==> config.mk <==
export PLATFORM = sky130hd
export DESIGN_NAME = led_pwm_stage
export DESIGN_NICKNAME = d
export VERILOG_FILES = /design/src/rtl/led_pwm_pkg.sv /design/src/rtl/led_pwm_timebase.sv /design/src/rtl/led_pwm_stage.sv
export SDC_FILE = /design/constraint.sdc
export NUM_CORES = 1
export LEC_CHECK = 0
export BUFFER_PORTS_ARGS = -buffer_cell sky130_fd_sc_hd__buf_2
export CORE_ASPECT_RATIO = 0.9
export CORE_MARGIN = 2
export CORE_UTILIZATION = 54
export CTS_CLUSTER_SIZE = 40
export DETAILED_ROUTE_END_ITERATION = 10
export PLACE_DENSITY = 0.8
export SLEW_MARGIN = 20
export SYNTH_ARGS = -nofsm -noshare
export SYNTH_HDL_FRONTEND = slang
export SYNTH_SLANG_ARGS = --single-unit
==> constraint.sdc <==
create_clock -name clk -period 7.7 [get_ports clk]
set_clock_uncertainty 0.1 [all_clocks]
set_input_delay 0.77 -clock clk [delete_from_list [all_inputs] [get_ports clk]]
set_output_delay 0.77 -clock clk [all_outputs]
set_load 0.01 [all_outputs]
==> src/rtl/led_pwm_pkg.sv <==
// -----------------------------------------------------------------------------
// led_pwm_pkg
//   Shared definitions for the LED PWM output stage: register word offsets,
//   CTRL bit positions, the duty reset value and the blink period width.
// -----------------------------------------------------------------------------
package led_pwm_pkg;

    typedef enum logic [1:0] {
        REG_CTRL   = 2'd0,
        REG_BLINK  = 2'd1,
        REG_STATUS = 2'd2,
        REG_RSVD   = 2'd3
    } reg_addr_e;

    localparam int unsigned EN_BIT       = 8;
    localparam int unsigned BLINK_EN_BIT = 9;

    // All ones; sliced down to PWM_BITS where used.
    localparam logic [31:0] DUTY_RESET = 32'hFFFF_FFFF;

    localparam int unsigned BLINK_W = 24;

endpackage

==> src/rtl/led_pwm_timebase.sv <==
// -----------------------------------------------------------------------------
// led_pwm_timebase
//   Prescaler plus free-running PWM counter.
//   Ports:
//     clk, reset  : clock, asynchronous active-high reset
//     tick        : prescaler at PRESCALE-1 (one PWM counter step this cycle)
//     period_end  : tick on the last PWM count (pwm_cnt all ones)
//     pwm_cnt     : current PWM counter value
// -----------------------------------------------------------------------------
module led_pwm_timebase #(
    parameter int unsigned PRESCALE = 16,
    parameter int unsigned PWM_BITS = 8
) (
    input  logic                clk,
    input  logic                reset,
    output logic                tick,
    output logic                period_end,
    output logic [PWM_BITS-1:0] pwm_cnt
);

    localparam int unsigned     PS_W    = (PRESCALE > 1) ? $clog2(PRESCALE) : 1;
    localparam logic [PS_W-1:0] PS_LAST = PS_W'(PRESCALE - 1);

    logic [PS_W-1:0] presc;

    assign tick       = (presc == PS_LAST);
    assign period_end = tick && (pwm_cnt == '1);

    always_ff @(posedge clk or posedge reset) begin
        if (reset) begin
            presc   <= '0;
            pwm_cnt <= '0;
        end else if (tick) begin
            presc   <= '0;
            pwm_cnt <= pwm_cnt + 1'b1;
        end else begin
            presc   <= presc + 1'b1;
        end
    end

endmodule

==> src/rtl/led_pwm_stage.sv <==
// -----------------------------------------------------------------------------
// led_pwm_stage
//   LED pin output stage: global PWM brightness and optional blink applied on
//   top of the pattern from the LED register device. MMIO slave with CTRL,
//   BLINK and STATUS word registers. With en=0 it is a registered pass-through.
//   Ports:
//     clk, reset : clock, asynchronous active-high reset
//     WE         : write enable for this device
//     Addr       : word offset (0=CTRL, 1=BLINK, 2=STATUS, 3=reserved)
//     Din        : write data
//     Dout       : read data, combinational on Addr
//     led_in     : LED pattern in pin polarity
//     led_out    : registered LED pins
//   Build option: define LED_PWM_GAMMA_EN to compare the PWM counter against
//   (duty_act*duty_act)>>PWM_BITS instead of duty_act.
// -----------------------------------------------------------------------------
module led_pwm_stage
    import led_pwm_pkg::*;
#(
    parameter int unsigned PRESCALE   = 16,
    parameter int unsigned PWM_BITS   = 8,
    parameter int unsigned ACTIVE_LOW = 1
) (
    input  logic        clk,
    input  logic        reset,
    input  logic        WE,
    input  logic [1:0]  Addr,
    input  logic [31:0] Din,
    output logic [31:0] Dout,
    input  logic [31:0] led_in,
    output logic [31:0] led_out
);

    localparam logic [31:0]         OFF       = (ACTIVE_LOW != 0) ? 32'hFFFF_FFFF : 32'h0;
    localparam logic [PWM_BITS-1:0] DUTY_INIT = DUTY_RESET[PWM_BITS-1:0];

    logic [PWM_BITS-1:0] duty_req;
    logic [PWM_BITS-1:0] duty_act;
    logic [PWM_BITS-1:0] pwm_cnt;
    logic [PWM_BITS-1:0] cmp_val;
    logic                en;
    logic                blink_en;
    logic                blink_state;
    logic [BLINK_W-1:0]  blink_period;
    logic [BLINK_W-1:0]  blink_cnt;
    logic                period_end;
    logic                pwm_on;
    logic                gate;
    logic                wr_ctrl;
    logic                wr_blink;

    // Only period_end is needed here; the per-step tick is left unused.
    logic                tick_unused;
    logic                unused_din;
    assign unused_din = ^Din[31:BLINK_W];

    led_pwm_timebase #(
        .PRESCALE (PRESCALE),
        .PWM_BITS (PWM_BITS)
    ) u_timebase (
        .clk        (clk),
        .reset      (reset),
        .tick       (tick_unused),
        .period_end (period_end),
        .pwm_cnt    (pwm_cnt)
    );

`ifdef LED_PWM_GAMMA_EN
    assign cmp_val = PWM_BITS'(((2*PWM_BITS)'(duty_act) * (2*PWM_BITS)'(duty_act)) >> PWM_BITS);
`else
    assign cmp_val = duty_act;
`endif

    // The 0 and full-scale cases are decided on the raw duty so that full
    // brightness stays solid on and zero stays solid off.
    always_comb begin
        pwm_on = 1'b0;
        if (duty_act == '0)
            pwm_on = 1'b0;
        else if (duty_act == '1)
            pwm_on = 1'b1;
        else
            pwm_on = (pwm_cnt < cmp_val);
    end

    assign gate     = pwm_on && (!blink_en || blink_state);
    assign wr_ctrl  = WE && (Addr == REG_CTRL);
    assign wr_blink = WE && (Addr == REG_BLINK);

    always_comb begin
        Dout = '0;
        case (reg_addr_e'(Addr))
            REG_CTRL: begin
                Dout[PWM_BITS-1:0]  = duty_req;
                Dout[EN_BIT]        = en;
                Dout[BLINK_EN_BIT]  = blink_en;
            end
            REG_BLINK:  Dout[BLINK_W-1:0] = blink_period;
            REG_STATUS: begin
                Dout[0]             = pwm_on;
                Dout[1]             = blink_state;
                Dout[8 +: PWM_BITS] = duty_act;
            end
            default:    Dout = '0;
        endcase
    end

    always_ff @(posedge clk or posedge reset) begin
        if (reset) begin
            duty_req     <= DUTY_INIT;
            duty_act     <= DUTY_INIT;
            en           <= 1'b0;
            blink_en     <= 1'b0;
            blink_period <= '0;
            blink_cnt    <= '0;
            blink_state  <= 1'b1;
            led_out      <= OFF;
        end else begin
            if (wr_ctrl) begin
                duty_req <= Din[PWM_BITS-1:0];
                en       <= Din[EN_BIT];
                blink_en <= Din[BLINK_EN_BIT];
            end

            // Shadow load picks up the pre-write duty_req if a CTRL write
            // coincides with period_end.
            if (period_end)
                duty_act <= duty_req;

            if (wr_blink) begin
                blink_period <= Din[BLINK_W-1:0];
                blink_cnt    <= '0;
                blink_state  <= 1'b1;
            end else if (period_end) begin
                if (blink_period == '0) begin
                    blink_state <= 1'b1;
                end else if (blink_cnt == blink_period - 1'b1) begin
                    blink_state <= ~blink_state;
                    blink_cnt   <= '0;
                end else begin
                    blink_cnt   <= blink_cnt + 1'b1;
                end
            end

            led_out <= (!en || gate) ? led_in : OFF;
        end
    end

endmodule

==> results.sh <==
export IMPL_fmax_ghz=0.283
export IMPL_cts_root_buf="clkbuf_16"
export IMPL_irDropWorstVdd_uv=168
export IMPL_wl_per_cell_um=17.0
export IMPL_drv_slew=0
export IMPL_final_layout_size_suffix_gt1_share_pct=35.1
export IMPL_first_pass_iters=5
export IMPL_gp_congestion=0.926
export IMPL_yosysWarnings=0
export IMPL_start_util_pct=55.2
export IMPL_yosysMostFrequentCell="dfrtp_1"
export IMPL_synthesis_area_um2=5960
export IMPL_hpwl_um=10200
export IMPL_status="finished clean"
export IMPL_internal_power_mw=1.01
export IMPL_arrival_ns=3.66
export IMPL_clockPowerShare_pct=32.2
export IMPL_synth_edf_count=0
export IMPL_synthFlopType="dfrtp_1"
export IMPL_hold_viol=0
export IMPL_synthCells=560
export IMPL_clockBufferDepth=2
export IMPL_viasPerCell=5.77
export IMPL_grtUsageTotal_pct=23.8
export IMPL_num_nets_final=748
export IMPL_clkSlewWorstSetupHoldPaths_ns=0.08
export IMPL_grt_pass1_vias=4613
export IMPL_row_count=36
export IMPL_fin_tns_setup_ns=0
export IMPL_min_period_ns=3.54
export IMPL_pwr_share_comb_pct=17.7
export IMPL_async_flop_share_pct=100
export IMPL_cts_htree_levels=3
export IMPL_cts_resized_gates=0
export IMPL_vias=4625
export IMPL_synth_common_cells="dfrtp_1 (62), dfstp_2 (49), nor2_1 (41)"
export IMPL_numClockSinks=111
export IMPL_postCtsSetupRepairBufs=0
export IMPL_syn_avg_cell_area_um2=10.6
export IMPL_min_period_over_period_pct=45.9
export IMPL_grt_pass1_wl_um=22500
export IMPL_cts_buffers=9
export IMPL_routed_wl_um=13600
export IMPL_p_total_mw=1.45
export IMPL_worstSetupStartpointType="flip-flop"
export IMPL_p_sw_share_pct=30.4
export IMPL_ant_nets=0
export IMPL_critPathKind="flip-flop to flip-flop"
export IMPL_synth_top_area_cell="dfrtp_1"
export IMPL_max_slew_worst_pin_slew_ns=0.942
export IMPL_die_h_um=104
export IMPL_cts_tree="built"
export IMPL_switchingPower_mw=0.440
export IMPL_cts_hold_buf=0
export IMPL_ys_types=61
export IMPL_maxCapViolCount=0
export IMPL_slew_headroom_pct=37.2
export IMPL_hp_class="input pin to async pin"
export IMPL_power_leakage_nw=2.94
export IMPL_rsz0062_at_grt="false"
export IMPL_io_buffer_count=116
export IMPL_die_w_um=115
export IMPL_antenna_found_initial=0
export IMPL_synthTopCellsByArea="dfrtp_1 (26%), dfstp_2 (22%), mux2_2 (6.4%)"
export IMPL_crit_fanout=18
export IMPL_grt_max_degree=79
export IMPL_core_um2=10800
export IMPL_diodes=0
export IMPL_syn2layout_area_growth_pct=15.0
export IMPL_grt_overflow_total=0
export IMPL_synth_seq_area_share_pct=47.6
export IMPL_io_pins=133
export IMPL_synth_seq_cells=111
export IMPL_remaining_drc_errors=0
export IMPL_seq_power_share_pct=50.0
export IMPL_fp_dieArea_um2=11900
export IMPL_powerDensity_nw_per_um2=211
export IMPL_netlist_area_leader_share_pct=26.0
export IMPL_crit_required_ns=7.82
export IMPL_dr_first_iter_drc_count=400
export IMPL_worstSkewPairLatency_ns=0.36
export IMPL_setup_viol=0
export IMPL_end_kind="flip-flop"
==> critical path: stages, from the launching register on <==
cell and delay [ns]:
dfrtp_1 0.44, inv_1 0.10, ha_1 0.23, nor4b_2 0.74
nand4_1 0.26, nor3_1 0.24, o22ai_1 0.10, nor4_2 0.38
nand4b_4 0.24, o21ai_4 0.47, nor2_1 0.10
==> metrics by stage <==
stage	setup WS [ns]	std cells	utilization [%]	cell area [um2]	hold slack (ns)
2_1_floorplan	3.98	567	-	5990	0.342
4_1_cts	4.20	802	63.4	6860	0.316
3_5_place_dp	4.22	786	60.6	6550	0.381
5_1_grt	3.80	802	63.4	6860	0.348
6_report	4.16	802	63.4	6860	0.298
3_3_place_gp	4.30	786	60.6	6550	0.365
==> layout by cell type, fill, tap and decap left out, types with 3 or more instances in the layout <==
| master | synthesis | final |
|---|---|---|
| conb_1 | 1 | 8 |
| and3_1 | 6 | 6 |
| a22oi_1 | 7 | 7 |
| nor4_1 | 8 | 8 |
| o21a_1 | 4 | 4 |
| a22o_1 | 5 | 5 |
| or3_1 | 6 | 6 |
| a222oi_1 | 3 | 3 |
| nand4_1 | 21 | 21 |
| mux2_2 | 34 | 34 |
| nor2_1 | 41 | 41 |
| o21ai_0 | 17 | 16 |
| o211ai_1 | 5 | 5 |
| clkbuf_16 | 0 | 9 |
| ha_1 | 15 | 15 |
| and4_1 | 3 | 3 |
| a21oi_1 | 9 | 9 |
| and2_1 | 10 | 10 |
| buf_2 | 3 | 116 |
| buf_4 | 8 | 3 |
| nor3_1 | 17 | 17 |
| nand2_1 | 36 | 36 |
| dfrtp_1 | 62 | 62 |
| xor2_1 | 23 | 23 |
| nor2b_1 | 10 | 10 |
| dfstp_2 | 49 | 49 |
| a21o_1 | 3 | 3 |
| inv_1 | 17 | 16 |
| nand3_1 | 15 | 15 |
| xnor2_1 | 34 | 34 |
| nand2b_1 | 34 | 34 |
==> power by group through the flow <==
stage               Combinational [mW]  Clock [mW]  Sequential [mW]
floorplan                        0.189           0            0.713
global placement                 0.248           0            0.729
detailed placement               0.256           0            0.733
CTS                              0.258       0.476            0.723
global route                     0.284       0.499            0.731
finish                           0.257       0.466            0.724
==> flip-flops by register name, indices dropped and copies added (netlist names) <==
name,cells
u_timebase.pwm_cnt,8
blink_en,1
led_out,32
u_timebase.presc,4
blink_cnt,24
duty_req,8
en,1
blink_state,1
blink_period,24
cmp_val,8
==> logic make-up after synthesis <==
| group | after synthesis | synth area share (%) |
|---|---|---|
| XOR/XNOR | 57 | 8.37 |
| AO/OA/AOI/OAI | 66 | 7.81 |
| multiplexers | 36 | 6.76 |
| other | 1 | 0.0629 |
| AND/OR/NAND/NOR | 224 | 21.6 |
| buffers and inverters | 50 | 4.62 |
| adder cells (fa/ha/maj) | 15 | 3.15 |
| flip-flops | 111 | 47.6 |
==> area by class of cell <==
class / count / area [um2]
Timing Repair Buffer: 119 / 603
Fill cell: 867 / 3960
Tap cell: 133 / 166
Inverter: 17 / 66.3
Clock buffer: 9 / 225
Clock inverter: 7 / 76.3
Multi-Input combinational cell: 406 / 2880
Sequential cell: 111 / 2840
==> worst paths after layout <==
path                                 start                to  slack, ns  depth (start not counted)
hold / removal                       reset  blink_period[23]       0.30                          2
max in group asynchronous            reset  blink_period[13]       5.91                          3
setup reg to reg           blink_period[0]      blink_cnt[6]       4.16                         10
hold reg to reg                duty_req[6]        cmp_val[6]       0.39                          2
min in group clk               duty_req[6]        cmp_val[6]       0.39                          2
setup / recovery           blink_period[0]      blink_cnt[6]       4.16                         10
==> routing by layer <==
layer  share of wire [%]  GRT usage, %  up-vias  wire [um]
li1                    -             -     2150          -
met1                  44          33.7     2259       6060
met2                  46          36.5      196       6330
met3                 7.6          5.91       20       1040
met4                 1.6          6.45        0        221
met5                   0             0        -          0
(Power assumes the default switching activity.)
